--- config.mk ---
export PLATFORM = sky130hd
export DESIGN_NAME = instr_fetch_unit_flat
export DESIGN_NICKNAME = d
export VERILOG_FILES = /design/src/rtl/instr_fetch_unit_if.sv /design/src/rtl/instr_fetch_unit.sv /design/src/flat_wrapper.sv
export SDC_FILE = /design/constraint.sdc
export NUM_CORES = 1
export LEC_CHECK = 0
export CORE_MARGIN = 1
export CORE_UTILIZATION = 48
export CTS_BUF_LIST = sky130_fd_sc_hd__clkbuf_16
export DETAILED_ROUTE_END_ITERATION = 8
export GPL_TIMING_DRIVEN = 0
export HOLD_SLACK_MARGIN = 0.1
export PLACE_DENSITY = 0.86
export SYNTH_ARGS = -nofsm -noshare
export SYNTH_HDL_FRONTEND = slang
export SYNTH_SLANG_ARGS = --single-unit
--- constraint.sdc ---
create_clock -name clk -period 4.3 [get_ports clk]
set_input_delay 0.86 -clock clk [delete_from_list [all_inputs] [get_ports clk]]
set_output_delay 0.86 -clock clk [all_outputs]
set_load 0.03 [all_outputs]
--- src/rtl/instr_fetch_unit_if.sv ---
// Bundles the program-memory bus, the execute redirect and the decode handshake
// seen by the fetch stage.
interface instr_fetch_unit_if #(
  parameter int ADDR_WIDTH = 7
);
  logic [ADDR_WIDTH-1:0] imem_addr;
  logic [31:0]           imem_instr;
  logic                  redirect_valid;
  logic [ADDR_WIDTH-1:0] redirect_target;
  logic                  id_valid;
  logic                  id_ready;
  logic [31:0]           id_instr;
  logic [ADDR_WIDTH-1:0] id_pc;

  modport master (
    output imem_addr, id_valid, id_instr, id_pc,
    input  imem_instr, redirect_valid, redirect_target, id_ready
  );

  modport slave (
    input  imem_addr, id_valid, id_instr, id_pc,
    output imem_instr, redirect_valid, redirect_target, id_ready
  );
endinterface

--- src/rtl/instr_fetch_unit.sv ---
// Fetch stage: owns the PC, reads 1-cycle-latency program memory and hands
// {instruction, PC} pairs to decode through a 2-entry buffer; flushes on redirect.
module instr_fetch_unit #(
  parameter int                    ADDR_WIDTH = 7,
  parameter logic [ADDR_WIDTH-1:0] RESET_PC   = '0
) (
  input  logic                clk,
  input  logic                reset,
  instr_fetch_unit_if.master  bus
);

  localparam logic [1:0] EMPTY = 2'd0;
  localparam logic [1:0] PART  = 2'd1;
  localparam logic [1:0] FULL  = 2'd2;

  logic [1:0]            state;
  logic [ADDR_WIDTH-1:0] fetch_pc;
  logic [ADDR_WIDTH-1:0] inflight_pc;
  logic                  inflight;
  logic [31:0]           buf_instr [2];
  logic [ADDR_WIDTH-1:0] buf_pc [2];
  logic                  head;
  logic                  tail;
  logic                  pop;
  logic                  push;
  logic                  issue;
  logic [2:0]            occupancy;

  assign pop  = (state != EMPTY) & bus.id_ready;
  assign push = inflight & ~bus.redirect_valid;
  assign tail = head ^ (state == PART);

  // An issued fetch reserves a buffer slot now, because its data cannot be stalled
  // at the memory and must be captured the very next cycle.
  assign occupancy = {1'b0, state} + {2'b00, inflight} - {2'b00, pop};
  assign issue     = ~bus.redirect_valid & (occupancy < 3'd2);

  always_ff @(posedge clk) begin
    if (reset) begin
      fetch_pc     <= RESET_PC;
      inflight     <= 1'b0;
      inflight_pc  <= '0;
      state        <= EMPTY;
      head         <= 1'b0;
      buf_instr[0] <= '0;
      buf_instr[1] <= '0;
      buf_pc[0]    <= '0;
      buf_pc[1]    <= '0;
    end else if (bus.redirect_valid) begin
      fetch_pc <= bus.redirect_target;
      inflight <= 1'b0;
      state    <= EMPTY;
      head     <= 1'b0;
    end else begin
      inflight <= issue;
      if (issue) begin
        inflight_pc <= fetch_pc;
        fetch_pc    <= fetch_pc + ADDR_WIDTH'(1);
      end
      if (push) begin
        buf_instr[tail] <= bus.imem_instr;
        buf_pc[tail]    <= inflight_pc;
      end
      if (pop) begin
        head <= ~head;
      end
      state <= state + {1'b0, push} - {1'b0, pop};
    end
  end

  assign bus.imem_addr = fetch_pc;
  assign bus.id_valid  = (state != EMPTY);
  assign bus.id_instr  = buf_instr[head];
  assign bus.id_pc     = buf_pc[head];

  a_no_overflow : assert property (@(posedge clk) disable iff (reset)
    !(push && state == FULL));

endmodule
--- src/flat_wrapper.sv ---
// flat-port wrapper written by rule: the top's interface ports become plain ports
module instr_fetch_unit_flat 
#(
  parameter int                    ADDR_WIDTH = 7,
  parameter logic [ADDR_WIDTH-1:0] RESET_PC   = '0
)
  (clk, reset, bus_imem_addr, bus_id_valid, bus_id_instr, bus_id_pc, bus_imem_instr, bus_redirect_valid, bus_redirect_target, bus_id_ready);
  instr_fetch_unit_if #(.ADDR_WIDTH(ADDR_WIDTH)) bus_i ();
  input  logic clk;
  input  logic reset;
  output wire logic [$bits(bus_i.imem_addr)-1:0] bus_imem_addr;
  output wire logic [$bits(bus_i.id_valid)-1:0] bus_id_valid;
  output wire logic [$bits(bus_i.id_instr)-1:0] bus_id_instr;
  output wire logic [$bits(bus_i.id_pc)-1:0] bus_id_pc;
  input wire logic [$bits(bus_i.imem_instr)-1:0] bus_imem_instr;
  input wire logic [$bits(bus_i.redirect_valid)-1:0] bus_redirect_valid;
  input wire logic [$bits(bus_i.redirect_target)-1:0] bus_redirect_target;
  input wire logic [$bits(bus_i.id_ready)-1:0] bus_id_ready;
  assign bus_imem_addr = bus_i.imem_addr;
  assign bus_id_valid = bus_i.id_valid;
  assign bus_id_instr = bus_i.id_instr;
  assign bus_id_pc = bus_i.id_pc;
  assign bus_i.imem_instr = bus_imem_instr;
  assign bus_i.redirect_valid = bus_redirect_valid;
  assign bus_i.redirect_target = bus_redirect_target;
  assign bus_i.id_ready = bus_id_ready;
  instr_fetch_unit #(.ADDR_WIDTH(ADDR_WIDTH), .RESET_PC(RESET_PC)) u_core (.clk(clk), .reset(reset), .bus(bus_i));
endmodule
## Word level (Yosys, flattened, before mapping)

Memories as Yosys holds them, arrays and structs flattened. A register that Yosys moved wholly into a read port is not among the register bits.
Index checks and enable logic that the tools add are counted.

| cells by class | value |
|---|---|
| add/sub/neg operators | 5 |
| magnitude comparators | 1 |
| equal/unequal tests | 1 |
| mux-type cells | 18 |
| bitwise operators | 6 |
| reduce and logical (&&, ||, !) cells | 6 |

Operator list:

| cell | count |
|---|---|
| 32-bit two-way mux | 1 |
| 32-bit OR reduction | 1 |
| 7-bit two-way mux | 3 |
| 1-bit two-way mux | 14 |
| 7-bit by 1-bit adder with 7-bit output (second input constant) | 1 |
| 7-bit OR reduction | 1 |
| 2-bit nonzero test | 2 |
| 2-bit by 1-bit adder with 3-bit output | 1 |
| 1-bit AND | 3 |
| 3-bit by 2-bit < comparator with 1-bit output (second input constant) | 1 |
| 3-bit by 1-bit subtractor with 3-bit output | 1 |
| 2-bit by 1-bit adder with 2-bit output | 1 |
| 2-bit by 1-bit equality test with 1-bit output (second input constant) | 1 |
| 1-bit NOT | 2 |
| 2-bit AND reduction | 1 |
| 2-bit OR reduction | 1 |
| 2-bit by 1-bit subtractor with 2-bit output | 1 |
| 1-bit bitwise XOR | 1 |

| storage, ports and cells | value |
|---|---|
| register bits after elaboration | 18 |
| RAM bits | 78 |
| input bits | 43 |
| logic and storage cells | 44 |
| memories kept | 2 |

Memory list:

| memory | depth | bits a word | read ports | clocked after Yosys merged registers in | wr ports | line | source |
|---|---|---|---|---|---|---|---|
| u_core.buf_instr | 2 | 32 | 1 | 1 | 2 | instr_fetch_unit.sv:20 | `logic [31:0] buf_instr [2];` |
| u_core.buf_pc | 2 | 7 | 1 | 1 | 2 | instr_fetch_unit.sv:21 | `logic [ADDR_WIDTH-1:0] buf_pc [2];` |

## Depth between registers and ports, before layout

Gate-level depths: netlist of run 1.

| logic depth | value |
|---|---|
| depth after elaboration | 8 |
| mapped depth | 9 |
| gate-level depth less buffers | 8 |

## Worst setup path after synthesis of run 1

No wires, ideal clock.

| timing | value |
|---|---|
| kind | input to register |
| start | input port bus_redirect_valid |
| end | memory u_core.buf_instr[0][0], enable pin |
| arrival | 3.185 ns |
| data required time | 3.856 ns |
| path slack | 0.672 ns |
| cell stages on the path | 4 |
| path buffers | 1 |
| cells stage by stage | nor2_1 -> nand2_1 -> clkbuf_1 -> o21bai_1 |

RTL lines:

| what | line | source |
|---|---|---|
| start: declaration | flat_wrapper.sv:16 | `input wire logic [$bits(bus_i.redirect_valid)-1:0] bus_redirect_valid;` |
| end: declaration | instr_fetch_unit.sv:20 |  |

==> results of run 1 <==
-- stage by stage --
stage / worst slack (ns) / power, mW / instances / util, %
finish: 0.861 / 2.17 / 583 / 65.8
global route: 0.797 / 2.24 / 583 / 65.8
CTS: 0.869 / 2.17 / 583 / 65.8
detailed placement: 0.756 / 1.39 / 567 / 62.4
global placement: -0.968 / 1.38 / 565 / 61.5
floorplan: 0.672 / 1.26 / 368 / -
-- layout make-up --
class	instances	area, µm²	area share [%]
clock inverter	5	26.3	0.453
clock buffer	11	275	4.75
tap	108	135	2.33
sequential	97	2720	47.0
multi-input combinational	197	1400	24.2
timing repair buffer	91	946	16.3
buffer	28	115	1.99
inverter	46	173	2.98
-- cells by family after synthesis --
group,after synthesis,share of synthesized area (%)
adder cells (fa/ha/maj),5,1.60
flip-flops,97,62.0
buffers and inverters,74,6.56
XOR/XNOR,6,1.37
multiplexers,39,10.0
AND/OR/NAND/NOR,116,13.5
AO/OA/AOI/OAI,31,4.96
-- sequential cells by signal (all words and copies together), names as in the netlist, named ones only --
signal and cells:
u_core.head 1, u_core.bus.imem_addr 7, u_core.inflight 1, u_core.buf_pc 14
u_core.buf_instr 64, u_core.inflight_pc 7, u_core.state 2
-- worst max-delay path, cell delays in order, from the launching register on --
cell	delay (ns)
dfxtp_1	0.38
clkbuf_1	0.48
buf_2	0.38
mux2_2	0.38
clkdlybuf4s50_1	0.63
-- per-layer routing --
metal	share of wire (%)	wire (µm)
met1	40	4190
met2	51	5330
met4	2.1	214
met3	6.3	658
met5	0	0
-- report_power, final --
part / leakage [nW] / switching, mW / internal (mW)
combinational: 1.01 / 0.170 / 0.129
sequential: 0.964 / 0.0216 / 1.06
clock: 0.155 / 0.333 / 0.458
total: 2.13 / 0.525 / 1.64
-- cells in the final DEF, fill, tap and decap left out, types with 2 or more instances in the layout --
master / synthesis / layout
clkbuf_1: 25 / 25
o21bai_4: 0 / 2
xnor2_1: 4 / 4
ha_1: 4 / 4
or4_1: 3 / 3
dfxtp_1: 19 / 19
mux2_2: 39 / 39
buf_2: 2 / 2
nand4_1: 10 / 10
o21ai_0: 3 / 3
edfxtp_1: 78 / 78
nand2_1: 6 / 6
o31ai_1: 10 / 10
buf_16: 0 / 2
nor2_1: 8 / 8
a21oi_1: 7 / 7
inv_1: 46 / 47
clkdlybuf4s50_1: 0 / 89
a311oi_1: 7 / 7
nor3_1: 81 / 81
clkbuf_16: 0 / 11
or3_1: 2 / 2
-- worst max path at each step --
| stage | from | end | slack (ns) | cells after the start |
|---|---|---|---|---|
| after floorplan | bus_redirect_valid | u_core.buf_instr[0][0] | 0.67 | 4 |
| after global placement | bus_redirect_valid | u_core.buf_instr[0][2] | -0.97 | 5 |
| after detailed placement | bus_id_ready | u_core.bus.imem_addr[3] | 0.76 | 9 |
| after CTS | flop | bus_id_pc[0] | 0.87 | 4 |
| after global routing | flop | bus_id_pc[0] | 0.80 | 4 |
| final | flop | bus_id_pc[0] | 0.86 | 4 |
==> impl_results.html, run 1 <==
<table>
<tr><th>Metric</th><th>Value</th></tr>
<tr><th colspan="2">Run status</th></tr>
<tr><td>Status</td><td>finished, violations left</td></tr>
<tr><td>Failing checks</td><td>design-rule violations</td></tr>
<tr><th colspan="2">Global route</th></tr>
<tr><td>Met2 track demand over resource in global routing</td><td>39.7%</td></tr>
<tr><td>Met3 capacity usage during global routing</td><td>3.88%</td></tr>
<tr><td>First-pass GRT wire length</td><td>17000 µm</td></tr>
<tr><td>Global Route Usage Sum</td><td>23.1%</td></tr>
<tr><td>Pin count of the biggest net entering global routing</td><td>22</td></tr>
<tr><td>Grt peak-use layer</td><td>met2</td></tr>
<tr><td>GR Util met1</td><td>28.4%</td></tr>
<tr><td>Remaining global-route overflow</td><td>0</td></tr>
<tr><td>Antenna violations before repair</td><td>0</td></tr>
<tr><td>Number of global-route vias before repair</td><td>3513</td></tr>
<tr><th colspan="2">Synth</th></tr>
<tr><td>Post-Synthesis Cell Area</td><td>0.00439 mm²</td></tr>
<tr><td>Number of enable flip-flop cells after synthesis</td><td>78</td></tr>
<tr><td>Cell type with the largest total area after synthesis</td><td>edfxtp_1</td></tr>
<tr><td>Most common library cells after synthesis</td><td>nor3_1 (81), edfxtp_1 (78), inv_1 (46)</td></tr>
<tr><td>Number of distinct library cells after synthesis</td><td>31</td></tr>
<tr><td>Async set or reset register ratio after synthesis</td><td>0%</td></tr>
<tr><td>Fraction of the yosys area taken by sequential cells</td><td>62.0%</td></tr>
<tr><td>Most frequent cell after synthesis</td><td>nor3_1</td></tr>
<tr><td>Post-synth net total</td><td>416</td></tr>
<tr><td>Most used flip-flop cell after synthesis</td><td>edfxtp_1</td></tr>
<tr><td>Synth warnings</td><td>0</td></tr>
<tr><td>Number of instances in the synthesized netlist</td><td>368</td></tr>
<tr><td>Synth Area per Inst</td><td>11.9 µm²</td></tr>
<tr><td>Seq cells post-synth</td><td>97</td></tr>
<tr><td>Share of the synthesized area in the top cell type</td><td>53.4%</td></tr>
<tr><td>Largest cells by area after synthesis</td><td>edfxtp_1 (53%), mux2_2 (10%), nor3_1 (9.2%)</td></tr>
<tr><th colspan="2">Die</th></tr>
<tr><td>Core ar.</td><td>0.00881 mm²</td></tr>
<tr><td>I/O pin count</td><td>90</td></tr>
<tr><td>Die boundary width</td><td>97.6 µm</td></tr>
<tr><td>Die extent in y</td><td>97.6 µm</td></tr>
<tr><td>Cell row count</td><td>34</td></tr>
<tr><td>Effective utilization at floorplan</td><td>49.8%</td></tr>
<tr><td>Die area</td><td>0.00953 mm²</td></tr>
<tr><th colspan="2">Placed design</th></tr>
<tr><td>Final RePlAce weighted congestion</td><td>0.813</td></tr>
<tr><td>Hpwl dp</td><td>6920 µm</td></tr>
<tr><td>Buffers added on ports</td><td>89</td></tr>
<tr><td>Area after DPL</td><td>0.00549 mm²</td></tr>
<tr><th colspan="2">Final layout</th></tr>
<tr><td>NumNets Final</td><td>518</td></tr>
<tr><td>Area added between synthesis and finish</td><td>32.0%</td></tr>
<tr><td>Layout filler cell count</td><td>636</td></tr>
<tr><td>Layout cell share with drive strength beyond 1</td><td>13.1%</td></tr>
<tr><td>Post-route standard cell area excluding fillers</td><td>0.00579 mm²</td></tr>
<tr><td>ANT cells</td><td>0</td></tr>
<tr><th colspan="2">Hold path</th></tr>
<tr><td>Hold endpoint</td><td>u_core.inflight_pc[5]</td></tr>
<tr><td>Hold Path Origin</td><td>u_core.inflight_pc[5]</td></tr>
<tr><td>Min-Delay Path Depth</td><td>2</td></tr>
<tr><td>Min-delay worst type</td><td>reg2reg</td></tr>
<tr><th colspan="2">Route</th></tr>
<tr><td>Total length of routed wires</td><td>10400 µm</td></tr>
<tr><td>Vias post-DR</td><td>3289</td></tr>
<tr><td>ANT nets after route</td><td>0</td></tr>
<tr><td>Average wire length per cell after detail routing</td><td>17.8 µm</td></tr>
<tr><td>Vias per Instance</td><td>5.64</td></tr>
<tr><td>Length of the first detailed-routing pass in iterations</td><td>7</td></tr>
<tr><td>Count of unresolved DRC violations after routing</td><td>18</td></tr>
<tr><td>Number of DRC violations after detailed-routing iteration 0</td><td>166</td></tr>
<tr><th colspan="2">Pwr</th></tr>
<tr><td>Leakage Power</td><td>2.13 nW</td></tr>
<tr><td>Total power density per cell area</td><td>374 mW/mm²</td></tr>
<tr><td>Worst IR drop on VDD</td><td>0.182 mV</td></tr>
<tr><th colspan="2">Setup path</th></tr>
<tr><td>Type of the setup path with the least slack</td><td>reg2out</td></tr>
<tr><td>Worst reg2reg path depth</td><td>8</td></tr>
<tr><td>Launch instance of the worst register-to-register path</td><td>u_core.state[1]</td></tr>
<tr><td>Data arrival time at the worst-slack endpoint</td><td>2.58 ns</td></tr>
<tr><td>Worst-path maximum fanout</td><td>10</td></tr>
<tr><td>Worst reg2reg setup slack</td><td>1.50 ns</td></tr>
<tr><td>Kind of end point of the critical path</td><td>output pin</td></tr>
<tr><td>Critical path required time</td><td>3.44 ns</td></tr>
<tr><td>R2R Path End</td><td>u_core.bus.imem_addr[3]</td></tr>
<tr><td>Kind of start point of the critical path</td><td>flop</td></tr>
<tr><th colspan="2">Clocking</th></tr>
<tr><td>Insertion delay of the later-clocked pin in the worst-skew pair</td><td>0.33 ns</td></tr>
<tr><td>Count of clock tree sinks</td><td>97</td></tr>
<tr><td>Number of gates resized after cts</td><td>0</td></tr>
<tr><td>Clock tree buffer depth</td><td>2</td></tr>
<tr><td>Number of levels the H-tree was split into</td><td>3</td></tr>
<tr><td>Clock tree from TritonCTS</td><td>built</td></tr>
<tr><td>Number of hold buffers added after cts</td><td>0</td></tr>
<tr><td>Clock root buffer</td><td>clkbuf_16</td></tr>
<tr><td>Number of setup buffers added after CTS</td><td>0</td></tr>
<tr><td>CTS clk-pin slew, worst paths</td><td>0.06 ns</td></tr>
<tr><td>Number of buffers added by the clock tree synthesis step</td><td>9</td></tr>
<tr><th colspan="2">Timing</th></tr>
<tr><td>Highest clock frequency the design can meet</td><td>291 MHz</td></tr>
<tr><td>Min cycle time layout</td><td>3.44 ns</td></tr>
<tr><td>Worst-margin pin slew</td><td>0.731 ns</td></tr>
<tr><td>Final hold violations</td><td>0</td></tr>
<tr><td>Number of failing setup endpoints in the final timing report</td><td>0</td></tr>
<tr><td>Number of slew-limit violations in the final report</td><td>0</td></tr>
<tr><td>Unrepaired setup endpoints after global routing</td><td>no</td></tr>
<tr><td>Tcrit/Tclk final</td><td>80.0%</td></tr>
<tr><td>Worst slew margin relative to its limit</td><td>50.9%</td></tr>
<tr><td>Hold slack</td><td>0.482 ns</td></tr>
<tr><td>Setup TNS</td><td>0 ns</td></tr>
<tr><td>Fin Clk Skew</td><td>0.00535 ns</td></tr>
<tr><th colspan="2">Run</th></tr>
<tr><td>Max-cap check violation count</td><td>0</td></tr>
</table>
Power figures use the tool's default switching activity.
==> run 2: changes to the inputs <==
clock period = 3.6 ns   (was 4.3 ns; I/O delays follow)
==> results of run 2 <==
The final DEF is identical to that of run 1. Status: finished, violations left: design-rule violations.
Main changes from that run: setup slack after placement 0.756 ns -> 0.196 ns; setup slack after layout 0.861 ns -> 0.301 ns; register-to-register setup slack 1.50 ns -> 0.80 ns; total power 2.17 mW -> 2.59 mW; worst IR drop on VDD 0.182 mV -> 0.218 mV
